[src/rtl/kyber_pkg.sv]
// Shared Kyber constants and the rejection-sampler state encoding.
package kyber_pkg;

    localparam int KYBER_Q = 3329;
    localparam int KYBER_N = 256;
    localparam int BW_DATA = 64;

    typedef enum logic [1:0] {
        ST_IDLE  = 2'd0,
        ST_RUN   = 2'd1,
        ST_DRAIN = 2'd2,
        ST_DONE  = 2'd3
    } state_t;

endpackage

[src/rtl/rej_uniform_sampler.sv]
// Kyber uniform rejection sampler: 64-bit squeeze words -> 256 coefficients < Q over valid/ready.
// First coefficient one cycle after the first word; words are held off while the buffer holds > 64 bits.
module rej_uniform_sampler #(
    parameter int BW_DATA = kyber_pkg::BW_DATA,
    parameter int Q       = kyber_pkg::KYBER_Q,
    parameter int N       = kyber_pkg::KYBER_N
) (
    input  logic               i_clk,
    input  logic               i_rstn,
    input  logic               i_start,
    input  logic [BW_DATA-1:0] i_word,
    input  logic               i_word_valid,
    input  logic               i_word_last,
    output logic               o_word_ready,
    output logic [11:0]        o_coef,
    output logic [7:0]         o_coef_idx,
    output logic               o_coef_valid,
    input  logic               i_coef_ready,
    output logic               o_done,
    output logic               o_err
);
    import kyber_pkg::*;

    localparam int NB    = BW_DATA / 8;
    localparam int BUF_W = 2 * BW_DATA;

    state_t             r_state, w_state_nxt;
    logic [BUF_W-1:0]   r_buf, w_buf_nxt, w_buf_shift, w_word_ins;
    logic [BW_DATA-1:0] w_word_le;
    logic [7:0]         r_fill, w_fill_nxt, w_pos;
    logic [8:0]         r_cnt, w_cnt_nxt;
    logic               r_seen_last;
    logic               r_coef_vld;
    logic               r_err;
    logic [11:0]        r_coef;
    logic [7:0]         r_idx;
    logic [11:0]        w_cand;
    logic               w_hs, w_last_hs, w_out_free, w_ext, w_acc, w_starve;

    // Stream byte 0 is the MSB byte of the word; the buffer is LSB-first.
    generate
        for (genvar k = 0; k < NB; k++) begin : g_byte
            assign w_word_le[8*k +: 8] = i_word[BW_DATA-1-8*k -: 8];
        end
    endgenerate

    assign o_word_ready = ((r_state == ST_RUN) || (r_state == ST_DRAIN)) && (r_fill <= 8'(BW_DATA));
    assign w_hs         = o_word_ready && i_word_valid;
    assign w_last_hs    = w_hs && i_word_last;
    assign w_out_free   = !r_coef_vld || i_coef_ready;
    assign w_ext        = (r_state == ST_RUN) && (r_fill >= 8'd12) && (r_cnt < 9'(N)) && w_out_free;
    assign w_cand       = r_buf[11:0];
    assign w_acc        = w_ext && (w_cand < 12'(Q));
    assign w_pos        = w_ext ? (r_fill - 8'd12) : r_fill;
    assign w_buf_shift  = w_ext ? (r_buf >> 12) : r_buf;
    assign w_word_ins   = {{(BUF_W-BW_DATA){1'b0}}, w_word_le} << w_pos;
    assign w_starve     = (r_state == ST_RUN) && r_seen_last && (r_fill < 8'd12)
                          && (r_cnt < 9'(N)) && !w_hs;

    always_comb begin
        w_state_nxt = r_state;
        w_buf_nxt   = r_buf;
        w_fill_nxt  = r_fill;
        w_cnt_nxt   = r_cnt;
        case (r_state)
            ST_IDLE: begin
                if (i_start) begin
                    w_state_nxt = ST_RUN;
                    w_buf_nxt   = '0;
                    w_fill_nxt  = 8'd0;
                    w_cnt_nxt   = 9'd0;
                end
            end
            ST_RUN: begin
                w_buf_nxt  = w_buf_shift | (w_hs ? w_word_ins : '0);
                w_fill_nxt = w_pos + (w_hs ? 8'(BW_DATA) : 8'd0);
                if (w_acc) begin
                    w_cnt_nxt = r_cnt + 9'd1;
                end
                if (w_acc && (r_cnt == 9'(N-1))) begin
                    w_state_nxt = ST_DRAIN;
                    w_buf_nxt   = '0;
                    w_fill_nxt  = 8'd0;
                end else if (w_starve && !r_coef_vld) begin
                    w_state_nxt = ST_DONE;
                end
            end
            ST_DRAIN: begin
                if ((r_seen_last || w_last_hs) && !r_coef_vld) begin
                    w_state_nxt = ST_DONE;
                end
            end
            ST_DONE: begin
                w_state_nxt = ST_IDLE;
            end
            default: begin
                w_state_nxt = ST_IDLE;
            end
        endcase
    end

    always_ff @(posedge i_clk or negedge i_rstn) begin
        if (!i_rstn) begin
            r_state     <= ST_IDLE;
            r_buf       <= '0;
            r_fill      <= 8'd0;
            r_cnt       <= 9'd0;
            r_seen_last <= 1'b0;
            r_err       <= 1'b0;
            r_coef      <= 12'd0;
            r_idx       <= 8'd0;
            r_coef_vld  <= 1'b0;
        end else begin
            r_state <= w_state_nxt;
            r_buf   <= w_buf_nxt;
            r_fill  <= w_fill_nxt;
            r_cnt   <= w_cnt_nxt;
            if ((r_state == ST_IDLE) && i_start) begin
                r_seen_last <= 1'b0;
                r_err       <= 1'b0;
            end else begin
                if (w_last_hs) begin
                    r_seen_last <= 1'b1;
                end
                if (w_starve) begin
                    r_err <= 1'b1;
                end
            end
            // A new load wins over the handshake so valid stays high back-to-back.
            if (w_acc) begin
                r_coef     <= w_cand;
                r_idx      <= r_cnt[7:0];
                r_coef_vld <= 1'b1;
            end else if (r_coef_vld && i_coef_ready) begin
                r_coef_vld <= 1'b0;
            end
        end
    end

    assign o_coef       = r_coef;
    assign o_coef_idx   = r_idx;
    assign o_coef_valid = r_coef_vld;
    assign o_done       = (r_state == ST_DONE);
    assign o_err        = r_err;

endmodule

[config.mk]
export PLATFORM = sky130hd
export DESIGN_NAME = rej_uniform_sampler
export DESIGN_NICKNAME = d
export VERILOG_FILES = /design/src/rtl/kyber_pkg.sv /design/src/rtl/rej_uniform_sampler.sv
export SDC_FILE = /design/constraint.sdc
export NUM_CORES = 1
export LEC_CHECK = 0
export ABC_AREA = 1
export CORE_UTILIZATION = 43
export CTS_BUF_LIST = sky130_fd_sc_hd__clkbuf_8 sky130_fd_sc_hd__clkbuf_16
export DETAILED_ROUTE_END_ITERATION = 8
export GPL_ROUTABILITY_DRIVEN = 0
export GPL_TIMING_DRIVEN = 0
export PLACE_DENSITY_LB_ADDON = 0.12
export SETUP_SLACK_MARGIN = 0.4
export SKIP_LAST_GASP = 1
export SLEW_MARGIN = 20
export SYNTH_ARGS = -nofsm -noshare
export SYNTH_HDL_FRONTEND = slang
export SYNTH_SLANG_ARGS = --single-unit
[constraint.sdc]
create_clock -name i_clk -period 6.6 [get_ports i_clk]
set_input_delay 1.65 -clock i_clk [delete_from_list [all_inputs] [get_ports i_clk]]
set_output_delay 1.65 -clock i_clk [all_outputs]
set_load 0.1 [all_outputs]
* After elaboration in Yosys (flattened, before gate mapping)
Index checks and enable logic that the tools add are counted.
** Operators by class
- Bitwise logic cells :: 1
- Reduce and logical (&&, ||, !) cells :: 29
- Shifts and indexed selects :: 1
- Eq/ne operators :: 8
- $mul :: 0
- $add $sub $neg :: 3
- Multiplexer cells :: 24
- Magnitude comparators :: 5
- Div/mod/pow operators :: 0
** Operator list (number)
- $mux 128 :: 4
- $pmux 128 s2 :: 1
- $or 128x128->128 :: 1
- $shl 64x8->128 :: 1
- $mux 8 :: 3
- $mux 9 :: 2
- $pmux 9 s2 :: 1
- $logic_and 1x1->1 :: 16
- $pmux 8 s2 :: 1
- $lt 12x12->1 const B :: 1
- $add 9x1->9 const B :: 1
- $eq 9x8->1 const B :: 1
- $lt 9x9->1 const B :: 1
- $add 8x7->8 :: 1
- $ge 8x4->1 const B :: 1
- $le 8x7->1 const B :: 1
- $lt 8x4->1 const B :: 1
- $mux 2 :: 4
- $pmux 2 s4 :: 1
- $reduce_bool 2->1 :: 4
- $sub 8x4->8 const B :: 1
- $mux 7 :: 1
- $mux 1 :: 6
- $reduce_and 3->1 :: 2
- 9 further kinds :: 14
** Storage, ports and cells
- Memory bits (read-only) :: 0
- Memory bits (writable) :: 0
- Latch bits :: 0
- Memories :: 0
- Flip-flop bits (word level) :: 170
- Output and inout bits :: 24

* Depth between registers and ports, before layout
Gate-level depths: netlist (run 1).
- Word-level depth :: 10
- Gate-level depth with buffers :: 19
- Depth with buffers taken out :: 17

* Least setup slack after synthesis (run 1)
No wires, ideal clock.
- Kind :: input to register
- Start point :: input port i_coef_ready
- End point :: register r_fill[7]
- Stages on the path :: 11
- Setup slack :: 3.399 ns
- Arrival :: 3.063 ns
- Path buffers :: 2
- Setup time :: 0.138 ns
- Cells stage by stage :: nor2_1 nor2_2 nand2_2 inv_2 nand3_1 xor2_1 buf_2 buf_2 ha_1 xor2_1 o22ai_1
** On the way
- Cells in the longest elaborated chain, start to end :: 6
- Elaborated cells on any way between the ends :: 8
** RTL lines
- start, declared :: RTL line rej_uniform_sampler.sv:18 : input logic i_coef_ready,
- $logic_or 1x1->1 * :: RTL line rej_uniform_sampler.sv:50 : assign w_out_free = !r_coef_vld || i_coef_ready;
- $logic_and 1x1->1 * :: RTL line rej_uniform_sampler.sv:51 : assign w_ext = (r_state == ST_RUN) && (r_fill >= 8'd12) && (r_cnt < 9'(N)) && w_out_free;
- $mux 8 / $logic_and 1x1->1 (equally long branches) :: RTL line rej_uniform_sampler.sv:54, rej_uniform_sampler.sv:53
- $add 8x7->8 / $logic_and 1x1->1 (equally long branches) :: RTL line rej_uniform_sampler.sv:76, rej_uniform_sampler.sv:80
- $mux 8 * :: RTL line rej_uniform_sampler.sv:80 : if (w_acc && (r_cnt == 9'(N-1))) begin
- $pmux 8 s2 * :: RTL line rej_uniform_sampler.sv:65 : case (r_state)
- end signal, assigned :: RTL line rej_uniform_sampler.sv:116 : r_fill <= w_fill_nxt;
- end, declared :: RTL line rej_uniform_sampler.sv:30 : logic [7:0] r_fill, w_fill_nxt, w_pos;
Mark *: on every way between the ends. The rest lies on a longest branch, timed or not.
A chain may end at the register's enable or synchronous reset.

* Worst setup path in the final report (run 1)
- Start point :: input port i_coef_ready
- End point :: register r_buf[74]
** On the way
- Cells in the longest elaborated chain, start to end :: 8
- Elaborated cells on any way between the ends :: 11
** RTL lines
- $logic_or 1x1->1 * :: RTL line rej_uniform_sampler.sv:50
- $logic_and 1x1->1 * :: RTL line rej_uniform_sampler.sv:51
- $mux 8 :: RTL line rej_uniform_sampler.sv:54 : assign w_pos = w_ext ? (r_fill - 8'd12) : r_fill;
- $shl 64x8->128 :: RTL line rej_uniform_sampler.sv:56 : assign w_word_ins = {{(BUF_W-BW_DATA){1'b0}}, w_word_le} << w_pos;
- $mux 128 :: RTL line rej_uniform_sampler.sv:75 : w_buf_nxt = w_buf_shift | (w_hs ? w_word_ins : '0);
- $or 128x128->128 :: RTL line rej_uniform_sampler.sv:75
- $mux 128 * :: RTL line rej_uniform_sampler.sv:80
- $pmux 128 s2 * :: RTL line rej_uniform_sampler.sv:65
- end signal, assigned :: RTL line rej_uniform_sampler.sv:115 : r_buf <= w_buf_nxt;
- end, declared :: RTL line rej_uniform_sampler.sv:28 : logic [BUF_W-1:0] r_buf, w_buf_nxt, w_buf_shift, w_word_ins;
Marked as above.

==> impl_metrics.prom, run 1 <==
# TYPE chip_impl_metric gauge
chip_impl_info{name="cp_slowest_cell",value="sky130_fd_sc_hd__clkbuf_1"} 1
chip_impl_metric{name="yosysUniqueCellTypes",unit=""} 34
chip_impl_metric{name="power_frac_clock",unit="%"} 10.4
chip_impl_metric{name="synthesis.area_per_instance",unit="µm²"} 6.194
chip_impl_metric{name="cts-buffers-inserted",unit=""} 17
chip_impl_info{name="run_status",value="finished with violations"} 1
chip_impl_metric{name="vdd_ir_drop_max",unit="mV"} 0.2335
chip_impl_metric{name="first_pass_iteration_count_of_the_detailed_router",unit=""} 9
chip_impl_metric{name="htreeDepth",unit=""} 4
chip_impl_metric{name="placement_cell_area",unit="µm²"} 14660
chip_impl_metric{name="slew-limit-headroom",unit="%"} 34.39
chip_impl_metric{name="die_area",unit="µm²"} 31430
chip_impl_metric{name="antennaDiodeCount",unit=""} 0
chip_impl_metric{name="data_arrival_time_of_the_critical_path",unit="ps"} 4780
chip_impl_info{name="grt_setup_unrepaired",value="false"} 1
chip_impl_metric{name="maximum_clock_rate",unit="MHz"} 225.3
chip_impl_metric{name="avgRoutedWirePerCell",unit="µm"} 21.73
chip_impl_metric{name="share_seq_of_total_power",unit="%"} 16.3
chip_impl_metric{name="tightestPinTransition",unit="ps"} 981.0
chip_impl_metric{name="first_global_vias",unit=""} 14777
chip_impl_metric{name="drt-initial-drc-count",unit=""} 2806
chip_impl_metric{name="global_route.overflow_total",unit=""} 0
chip_impl_metric{name="worst_clock_skew",unit="ps"} 14.40
chip_impl_info{name="most_frequent_cell_on_the_critical_path",value="sky130_fd_sc_hd__nand2_1"} 1
chip_impl_metric{name="reg2reg_setup_slack",unit="ps"} 2690
chip_impl_metric{name="die_height",unit="µm"} 177.3
chip_impl_metric{name="min_period_over_period",unit="%"} 67.26
chip_impl_metric{name="largest_net_degree_at_the_start_of_global_routing",unit=""} 89
chip_impl_metric{name="antenna_violations_before_repair",unit=""} 1
chip_impl_metric{name="synth.ff_latch_count",unit=""} 168
chip_impl_metric{name="cts-resized-gates",unit=""} 0
chip_impl_metric{name="hpwl",unit="µm"} 45760
chip_impl_metric{name="postCtsHoldBufs",unit=""} 0
chip_impl_metric{name="groute.usage.overall",unit="%"} 37.32
chip_impl_metric{name="die_width",unit="µm"} 177.3
chip_impl_metric{name="wl",unit="µm"} 57560
chip_impl_metric{name="via_count",unit=""} 15937
chip_impl_metric{name="syn-instance-count",unit=""} 2133
chip_impl_info{name="setup.worst_path.end_class",value="flop"} 1
chip_impl_info{name="cp-start-kind",value="primary input"} 1
chip_impl_metric{name="io_buffer_count",unit=""} 93
chip_impl_info{name="clockRootBuffer",value="sky130_fd_sc_hd__clkbuf_16"} 1
chip_impl_metric{name="final-hold-violation-count",unit=""} 0
chip_impl_metric{name="p_switching",unit="µW"} 5974
chip_impl_metric{name="clockBufferDepth",unit=""} 2
chip_impl_metric{name="postRouteAntennaNets",unit=""} 0
chip_impl_metric{name="grt_pass1_wl",unit="µm"} 86110
chip_impl_metric{name="core_area",unit="µm²"} 29950
chip_impl_metric{name="remaining_drc_errors",unit=""} 12
chip_impl_metric{name="finalInstanceArea",unit="µm²"} 15230
chip_impl_metric{name="initial_core_utilization",unit="%"} 44.11
chip_impl_info{name="cts_tree",value="yes"} 1
chip_impl_metric{name="cap_viol_max_count",unit=""} 0
chip_impl_metric{name="cp.required",unit="ps"} 6940
chip_impl_metric{name="sw_frac_of_total",unit="%"} 62.43
chip_impl_metric{name="total_leakage_power",unit="µW"} 0.008278
chip_impl_metric{name="crit_path_max_incr_delay",unit="ps"} 670
chip_impl_metric{name="post-cts-setup-buffer-count",unit=""} 0
chip_impl_metric{name="final_setup_violation_count",unit=""} 0
chip_impl_metric{name="synth_nets",unit=""} 2212
chip_impl_metric{name="p_comb_share",unit="%"} 73.3
chip_impl_metric{name="detail_route.vias_per_cell",unit=""} 6.016
chip_impl_metric{name="finalHoldWorstSlack",unit="ps"} 468.2
chip_impl_metric{name="total_count_of_max_transition_violations_in_the_final_report",unit=""} 0
chip_impl_metric{name="fp-row-count",unit=""} 63
chip_impl_info{name="path_class",value="primary input to flop"} 1
chip_impl_metric{name="layout-drive-gt1-share",unit="%"} 5.312
chip_impl_metric{name="yosys_warnings",unit=""} 0
chip_impl_metric{name="worst-path-max-fanout",unit=""} 10
chip_impl_metric{name="layout_min_cycle_time",unit="ps"} 4439
chip_impl_info{name="failed_checks",value="DRC"} 1
chip_impl_metric{name="design.portCount",unit=""} 94
chip_impl_metric{name="worst_setup_hold_path_clk_slew",unit="ps"} 70
chip_impl_metric{name="post_synth_instance_area",unit="µm²"} 13210
chip_impl_metric{name="power.density_cell_area",unit="nW/µm²"} 628.2
chip_impl_metric{name="cts_num_sinks",unit=""} 168
chip_impl_metric{name="areaGrowthSynthToFinish",unit="%"} 15.28
chip_impl_info{name="cp_cell_sequence",value="clkdlybuf4s50_1, nor2_1, nor2_2, nand2_2, buf_6, o21ai_4, clkbuf_1, o21ai_0, nand3_1, nand3_1, nand2_1, nand2_1, nand2_1, nand2_1"} 1
chip_impl_info{name="worst_hold_path_type",value="flop to flop"} 1
chip_impl_metric{name="worst_skew_pair.late_latency",unit="ps"} 460
chip_impl_metric{name="power.internal",unit="µW"} 3594
chip_impl_metric{name="synth_seq_area_share",unit="%"} 31.82
chip_impl_metric{name="final_net_count",unit=""} 2325
==> cell usage after synthesis <==
| library cell | number | area (µm²) |
|---|---|---|
| sky130_fd_sc_hd__a21oi_1 | 18 | 90.09 |
| sky130_fd_sc_hd__a31oi_1 | 12 | 75.07 |
| sky130_fd_sc_hd__buf_1 | 13 | 48.80 |
| sky130_fd_sc_hd__buf_2 | 57 | 285.3 |
| sky130_fd_sc_hd__buf_4 | 3 | 22.52 |
| sky130_fd_sc_hd__buf_6 | 6 | 67.56 |
| sky130_fd_sc_hd__clkbuf_1 | 68 | 255.2 |
| sky130_fd_sc_hd__dfrtp_1 | 168 | 4204 |
| sky130_fd_sc_hd__ha_1 | 9 | 112.6 |
| sky130_fd_sc_hd__inv_1 | 121 | 454.2 |
| sky130_fd_sc_hd__inv_2 | 6 | 22.52 |
| sky130_fd_sc_hd__mux2_2 | 2 | 22.52 |
| sky130_fd_sc_hd__mux2i_1 | 56 | 560.5 |
| sky130_fd_sc_hd__nand2_1 | 778 | 2920 |
| sky130_fd_sc_hd__nand2_2 | 2 | 12.51 |
| sky130_fd_sc_hd__nand2_4 | 1 | 11.26 |
| sky130_fd_sc_hd__nand3_1 | 514 | 2572 |
| sky130_fd_sc_hd__nand3_2 | 1 | 10.01 |
| sky130_fd_sc_hd__nand3b_1 | 1 | 7.510 |
| sky130_fd_sc_hd__nand4_1 | 7 | 43.79 |
| sky130_fd_sc_hd__nor2_1 | 95 | 356.6 |
| sky130_fd_sc_hd__nor2_2 | 4 | 25.02 |
| sky130_fd_sc_hd__nor2_4 | 1 | 11.26 |
| sky130_fd_sc_hd__nor3_1 | 9 | 45.04 |
| sky130_fd_sc_hd__nor3b_1 | 1 | 7.510 |
| sky130_fd_sc_hd__nor4_1 | 1 | 6.260 |
| sky130_fd_sc_hd__o21ai_0 | 115 | 575.6 |
| sky130_fd_sc_hd__o21ai_1 | 40 | 200.2 |
| sky130_fd_sc_hd__o21ai_2 | 1 | 8.760 |
| sky130_fd_sc_hd__o21ai_4 | 1 | 16.27 |
| sky130_fd_sc_hd__o22ai_1 | 15 | 93.84 |
| sky130_fd_sc_hd__o31ai_1 | 2 | 15.01 |
| sky130_fd_sc_hd__xor2_1 | 4 | 35.03 |
| sky130_fd_sc_hd__xor2_2 | 1 | 16.27 |
==> power groups by stage <==
| stage | Sequential (µW) | Combinational (µW) | Clock [µW] |
|---|---|---|---|
| floorplan | 1840 | 4020 | 0 |
| global route | 1590 | 7360 | 1060 |
| detailed placement | 1570 | 6560 | 0 |
| global placement | 1560 | 6530 | 0 |
| finish | 1560 | 7010 | 997 |
| CTS | 1550 | 6590 | 1000 |
==> cell usage in the layout (no fill, tap or decap), drive strengths merged <==
master | synthesis | final
nand4 | 7 | 7
inv | 127 | 137
mux2 | 2 | 2
a21oi | 18 | 18
o31ai | 2 | 2
nand3b | 1 | 1
a31oi | 12 | 12
nor2 | 100 | 100
nor3b | 1 | 1
xor2 | 5 | 5
o22ai | 15 | 15
mux2i | 56 | 56
clkdlybuf4s50 | 0 | 92
clkinv | 0 | 1
nand2 | 781 | 781
buf | 79 | 81
ha | 9 | 9
nor3 | 9 | 9
o21ai | 157 | 157
nor4 | 1 | 1
clkbuf | 68 | 86
clkinvlp | 0 | 3
dfrtp | 168 | 168
nand3 | 515 | 515
==> logic make-up (layout without fill, tap and decap cells) <==
group / count (synthesis) / after routing / synth area share [%]
AO/OA/AOI/OAI: 204 / 204 / 8.135
AND/OR/NAND/NOR: 1415 / 1415 / 45.64
adder cells (fa/ha/maj): 9 / 9 / 0.8524
XOR/XNOR: 5 / 5 / 0.3883
buffers and inverters: 274 / 400 / 8.751
multiplexers: 58 / 58 / 4.413
flip-flops: 168 / 168 / 31.82
==> metrics by stage <==
stage | TNS [ps] | power, µW | cells | util (%) | setup slack (ps)
2_1_floorplan | 0 | 5854 | 2133 | - | 3399
3_3_place_gp | -545420 | 8095 | 2616 | 48.84 | -3279
3_5_place_dp | 0 | 8133 | 2617 | 48.95 | 1990
4_1_cts | 0 | 9143 | 2649 | 50.84 | 2301
5_1_grt | 0 | 10000 | 2649 | 50.84 | 2117
6_report | 0 | 9568 | 2649 | 50.84 | 2161
==> state kept, by name, summed over array words and instances (netlist names) <==
name and flops:
r_seen_last 1, r_cnt 9, r_buf 128, r_state 2
o_coef_idx 8, o_err 1, o_coef_valid 1, o_coef 12
r_fill 6
==> layer usage <==
layer	up-vias	global-route usage [%]	part of all wire [%]
met1	7306	46.41	38
met2	1087	55.37	42
li1	7254	-	-
met4	2	21.05	6.5
met3	288	13.77	14
met5	-	0.4808	0.023
==> final timing paths <==
kind	endpoint	start	cells past startpoint
worst min-delay path	r_cnt[2]$_DFFE_PN0P_	r_cnt[2]$_DFFE_PN0P_	1
max in group asynchronous	r_buf[77]$_DFFE_PN0P_	i_rstn	2
min in group asynchronous	o_err$_DFFE_PN0P_	i_rstn	1
worst max register to register	r_buf[74]$_DFFE_PN0P_	r_state[1]$_DFFE_PN0P_	15
worst max-delay path	r_buf[74]$_DFFE_PN0P_	i_coef_ready	14
worst min register to register	r_cnt[2]$_DFFE_PN0P_	r_cnt[2]$_DFFE_PN0P_	1
==> critical path: cells and delay by family <==
family,cells,cell delay [ps]
AO/OA/AOI/OAI,2,640
AND/OR/NAND/NOR,9,1140
buffers and inverters,3,1330
==> final cells by class <==
type	count	area, µm²
clock inverters	14	127.6
well taps	390	488.0
clock buffers	18	439.2
fillers	3193	14720
flip-flops and latches	168	4204
plain buffers	147	679.4
multi-input cells	1691	7851
repair buffers	94	963.4
inverters	127	476.7
Power figures use the tool's default switching activity.
==> run 2: changes to the inputs <==
- clock period: 6.6 -> 4.1 ns (I/O delays scaled with it)
==> run 2 against run 1 <==
  * Core utilization increased by 0.13 points
  * Highest routed layer unchanged
  * Die area unchanged
  * Sequential cell count unchanged
  * Via count decreased by 0.19%
  * The run still ends with DRC left
  * Cell area increased by 0.25%
  * Largest power group unchanged
==> impl_metrics.prom, run 2 (same netlist as run 1, synthesis figures left out) <==
# TYPE chip_impl_metric gauge
chip_impl_info{name="run_status",value="finished with violations"} 1
chip_impl_info{name="failed_checks",value="DRC"} 1
chip_impl_metric{name="vdd_ir_drop_max",unit="mV"} 0.3750
chip_impl_metric{name="htreeDepth",unit=""} 4
chip_impl_metric{name="final_net_count",unit=""} 2325
chip_impl_info{name="registers.top_by_ff_count",value="r_buf"} 1
chip_impl_info{name="cts_tree",value="yes"} 1
chip_impl_metric{name="tightestPinTransition",unit="ps"} 981.2
chip_impl_metric{name="power.density_cell_area",unit="nW/µm²"} 1012
chip_impl_info{name="setup.worst_path.end_class",value="flop"} 1
chip_impl_metric{name="data_arrival_time_of_the_critical_path",unit="ps"} 4100
chip_impl_metric{name="global_route.overflow_total",unit=""} 0
chip_impl_metric{name="total_count_of_max_transition_violations_in_the_final_report",unit=""} 0
chip_impl_metric{name="cts_num_sinks",unit=""} 168
chip_impl_metric{name="cp.required",unit="ps"} 4440
chip_impl_metric{name="p_switching",unit="µW"} 9650
chip_impl_metric{name="postRouteAntennaNets",unit=""} 0
chip_impl_info{name="cp_cell_sequence",value="clkdlybuf4s50_1, nor2_1, nor2_2, nand2_2, inv_2, nand3_1, nand2_1, clkbuf_1, nand3_1, nand3_1, nand2_1, nand2_1, o21ai_1, nand2_1, nand2_1"} 1
chip_impl_metric{name="hpwl",unit="µm"} 45760
chip_impl_metric{name="post-cts-setup-buffer-count",unit=""} 0
chip_impl_metric{name="wl",unit="µm"} 57690
chip_impl_metric{name="layout_min_cycle_time",unit="ps"} 3754
chip_impl_metric{name="power_frac_clock",unit="%"} 10.3
chip_impl_info{name="layout.cells.most_common",value="sky130_fd_sc_hd__nand2_1"} 1
chip_impl_metric{name="groute.usage.overall",unit="%"} 37.32
chip_impl_metric{name="min_period_over_period",unit="%"} 91.57
chip_impl_metric{name="setup_tns",unit="ps"} 0
chip_impl_metric{name="io_buffer_count",unit=""} 93
chip_impl_metric{name="layout-drive-gt1-share",unit="%"} 5.755
chip_impl_metric{name="worst_skew_pair.late_latency",unit="ps"} 450
chip_impl_metric{name="avgRoutedWirePerCell",unit="µm"} 21.78
chip_impl_metric{name="die_height",unit="µm"} 177.3
chip_impl_info{name="most_frequent_cell_on_the_critical_path",value="sky130_fd_sc_hd__nand2_1"} 1
chip_impl_info{name="worst_hold_path_type",value="flop to flop"} 1
chip_impl_metric{name="worst_clock_skew",unit="ps"} 15.24
chip_impl_metric{name="die_area",unit="µm²"} 31430
chip_impl_metric{name="largest_register_ffs",unit=""} 128
chip_impl_metric{name="final-hold-violation-count",unit=""} 0
chip_impl_metric{name="first_global_vias",unit=""} 14777
chip_impl_metric{name="crit_path_max_incr_delay",unit="ps"} 640
chip_impl_metric{name="p_comb_share",unit="%"} 73.5
chip_impl_info{name="clockRootBuffer",value="sky130_fd_sc_hd__clkbuf_16"} 1
chip_impl_info{name="cp-start-kind",value="primary input"} 1
chip_impl_metric{name="initial_core_utilization",unit="%"} 44.11
chip_impl_metric{name="total_power",unit="µW"} 15450
chip_impl_metric{name="first_pass_iteration_count_of_the_detailed_router",unit=""} 9
chip_impl_metric{name="areaGrowthSynthToFinish",unit="%"} 15.56
chip_impl_metric{name="sw_frac_of_total",unit="%"} 62.44
chip_impl_metric{name="cts-buffers-inserted",unit=""} 17
chip_impl_metric{name="slew-limit-headroom",unit="%"} 34.38
chip_impl_metric{name="drt-initial-drc-count",unit=""} 2792
chip_impl_info{name="most_frequent_cells_in_the_layout",value="776 x sky130_fd_sc_hd__nand2_1, 513 x sky130_fd_sc_hd__nand3_1, 168 x sky130_fd_sc_hd__dfrtp_1, 121 x sky130_fd_sc_hd__inv_1, 115 x sky130_fd_sc_hd__o21ai_0"} 1
chip_impl_metric{name="postCtsHoldBufs",unit=""} 0
chip_impl_metric{name="placement_cell_area",unit="µm²"} 14660
chip_impl_metric{name="antenna_violations_before_repair",unit=""} 1
chip_impl_metric{name="fp-row-count",unit=""} 63
chip_impl_metric{name="power.internal",unit="µW"} 5805
chip_impl_metric{name="detail_route.vias_per_cell",unit=""} 6.005
chip_impl_info{name="grt_setup_unrepaired",value="true"} 1
chip_impl_metric{name="die_width",unit="µm"} 177.3
chip_impl_metric{name="remaining_drc_errors",unit=""} 64
chip_impl_metric{name="cap_viol_max_count",unit=""} 0
chip_impl_metric{name="finalInstanceArea",unit="µm²"} 15270
chip_impl_metric{name="worst_setup_hold_path_clk_slew",unit="ps"} 70
chip_impl_info{name="cp_slowest_cell",value="sky130_fd_sc_hd__clkbuf_1"} 1
chip_impl_metric{name="antennaDiodeCount",unit=""} 0
chip_impl_info{name="path_class",value="primary input to flop"} 1
chip_impl_metric{name="maximum_clock_rate",unit="MHz"} 266.4
chip_impl_metric{name="total_leakage_power",unit="µW"} 0.008298
chip_impl_metric{name="final_setup_violation_count",unit=""} 0
chip_impl_metric{name="worst-path-max-fanout",unit=""} 10
chip_impl_metric{name="via_count",unit=""} 15907
chip_impl_metric{name="largest_net_degree_at_the_start_of_global_routing",unit=""} 89
chip_impl_metric{name="clockBufferDepth",unit=""} 2
chip_impl_metric{name="design.portCount",unit=""} 94
chip_impl_metric{name="grt_pass1_wl",unit="µm"} 86110
chip_impl_metric{name="core_area",unit="µm²"} 29950
chip_impl_metric{name="share_seq_of_total_power",unit="%"} 16.2
## run 2: cell count changes in the layout (fill, tap and decap cells not counted), moves of 2 or more
cell	before	now
sky130_fd_sc_hd__a21oi_1	18	16
sky130_fd_sc_hd__clkbuf_2	0	3
sky130_fd_sc_hd__a21oi_2	0	2
sky130_fd_sc_hd__clkbuf_1	68	65
sky130_fd_sc_hd__nand2_1	778	776
## run 2: final timing paths
| check | start | to | slack (ps) | cells past startpoint |
|---|---|---|---|---|
| min in group asynchronous | i_rstn | r_fill[4]$_DFFE_PN0P_ | 530 | 1 |
| min | r_cnt[2]$_DFFE_PN0P_ | r_cnt[2]$_DFFE_PN0P_ | 470 | 1 |
| max | i_coef_ready | r_buf[59]$_DFFE_PN0P_ | 350 | 15 |
| max in group asynchronous | i_rstn | r_buf[124]$_DFFE_PN0P_ | 2620 | 2 |
| max reg2reg | r_state[1]$_DFFE_PN0P_ | r_buf[59]$_DFFE_PN0P_ | 370 | 16 |
| min reg2reg | r_cnt[2]$_DFFE_PN0P_ | r_cnt[2]$_DFFE_PN0P_ | 470 | 1 |
## run 2: stage by stage
| stage | hold slack [ps] | utilization [%] | setup slack, ps | cells |
|---|---|---|---|---|
| 3_5_place_dp | 466.0 | 48.95 | 115.3 | 2617 |
| 3_3_place_gp | 449.5 | 48.84 | -5154 | 2616 |
| 2_1_floorplan | 432.1 | - | 1436 | 2133 |
| 4_1_cts | 476.5 | 50.84 | 426.0 | 2649 |
| 6_report | 468.0 | 50.97 | 345.7 | 2649 |
| 5_1_grt | 499.1 | 50.97 | 297.0 | 2649 |
## run 2: cell type report
| type | instances | area [µm²] |
|---|---|---|
| multi-input combinational | 1691 | 7880 |
| buffer | 147 | 685.7 |
| clock buffer | 18 | 439.2 |
| timing repair buffer | 94 | 965.9 |
| sequential | 168 | 4204 |
| inverter | 127 | 476.7 |
| tap | 390 | 488.0 |
| clock inverter | 14 | 127.6 |
| fill | 3195 | 14690 |
## run 2: power groups by stage
stage          Clock [µW]  Sequential (µW)  Combinational [µW]
2_1_floorplan           0             2960                6470
3_3_place_gp            0             2520               10500
3_5_place_dp            0             2530               10600
4_1_cts              1620             2500               10600
5_1_grt              1700             2550               11900
6_report             1600             2510               11400
## run 2: timing repair
item	in CTS	in global routing
resized for setup	0	16
endpoints found under the hold margin	0	0
setup endpoints to repair	0	60
## run 2: worst max-delay path: cells and delay by family
kind / cells / cell delay (ps)
buf+inv: 3 / 1270
compound gates: 1 / 70
simple gates: 11 / 1730
## run 2: layer usage
layer | vias to the layer above | track usage [%] | part of all wire [%]
li1 | 7250 | - | -
met1 | 7282 | 46.41 | 38
met2 | 1085 | 55.37 | 41
met3 | 288 | 13.77 | 14
met4 | 2 | 21.05 | 6.7
met5 | - | 0.4808 | 0.023
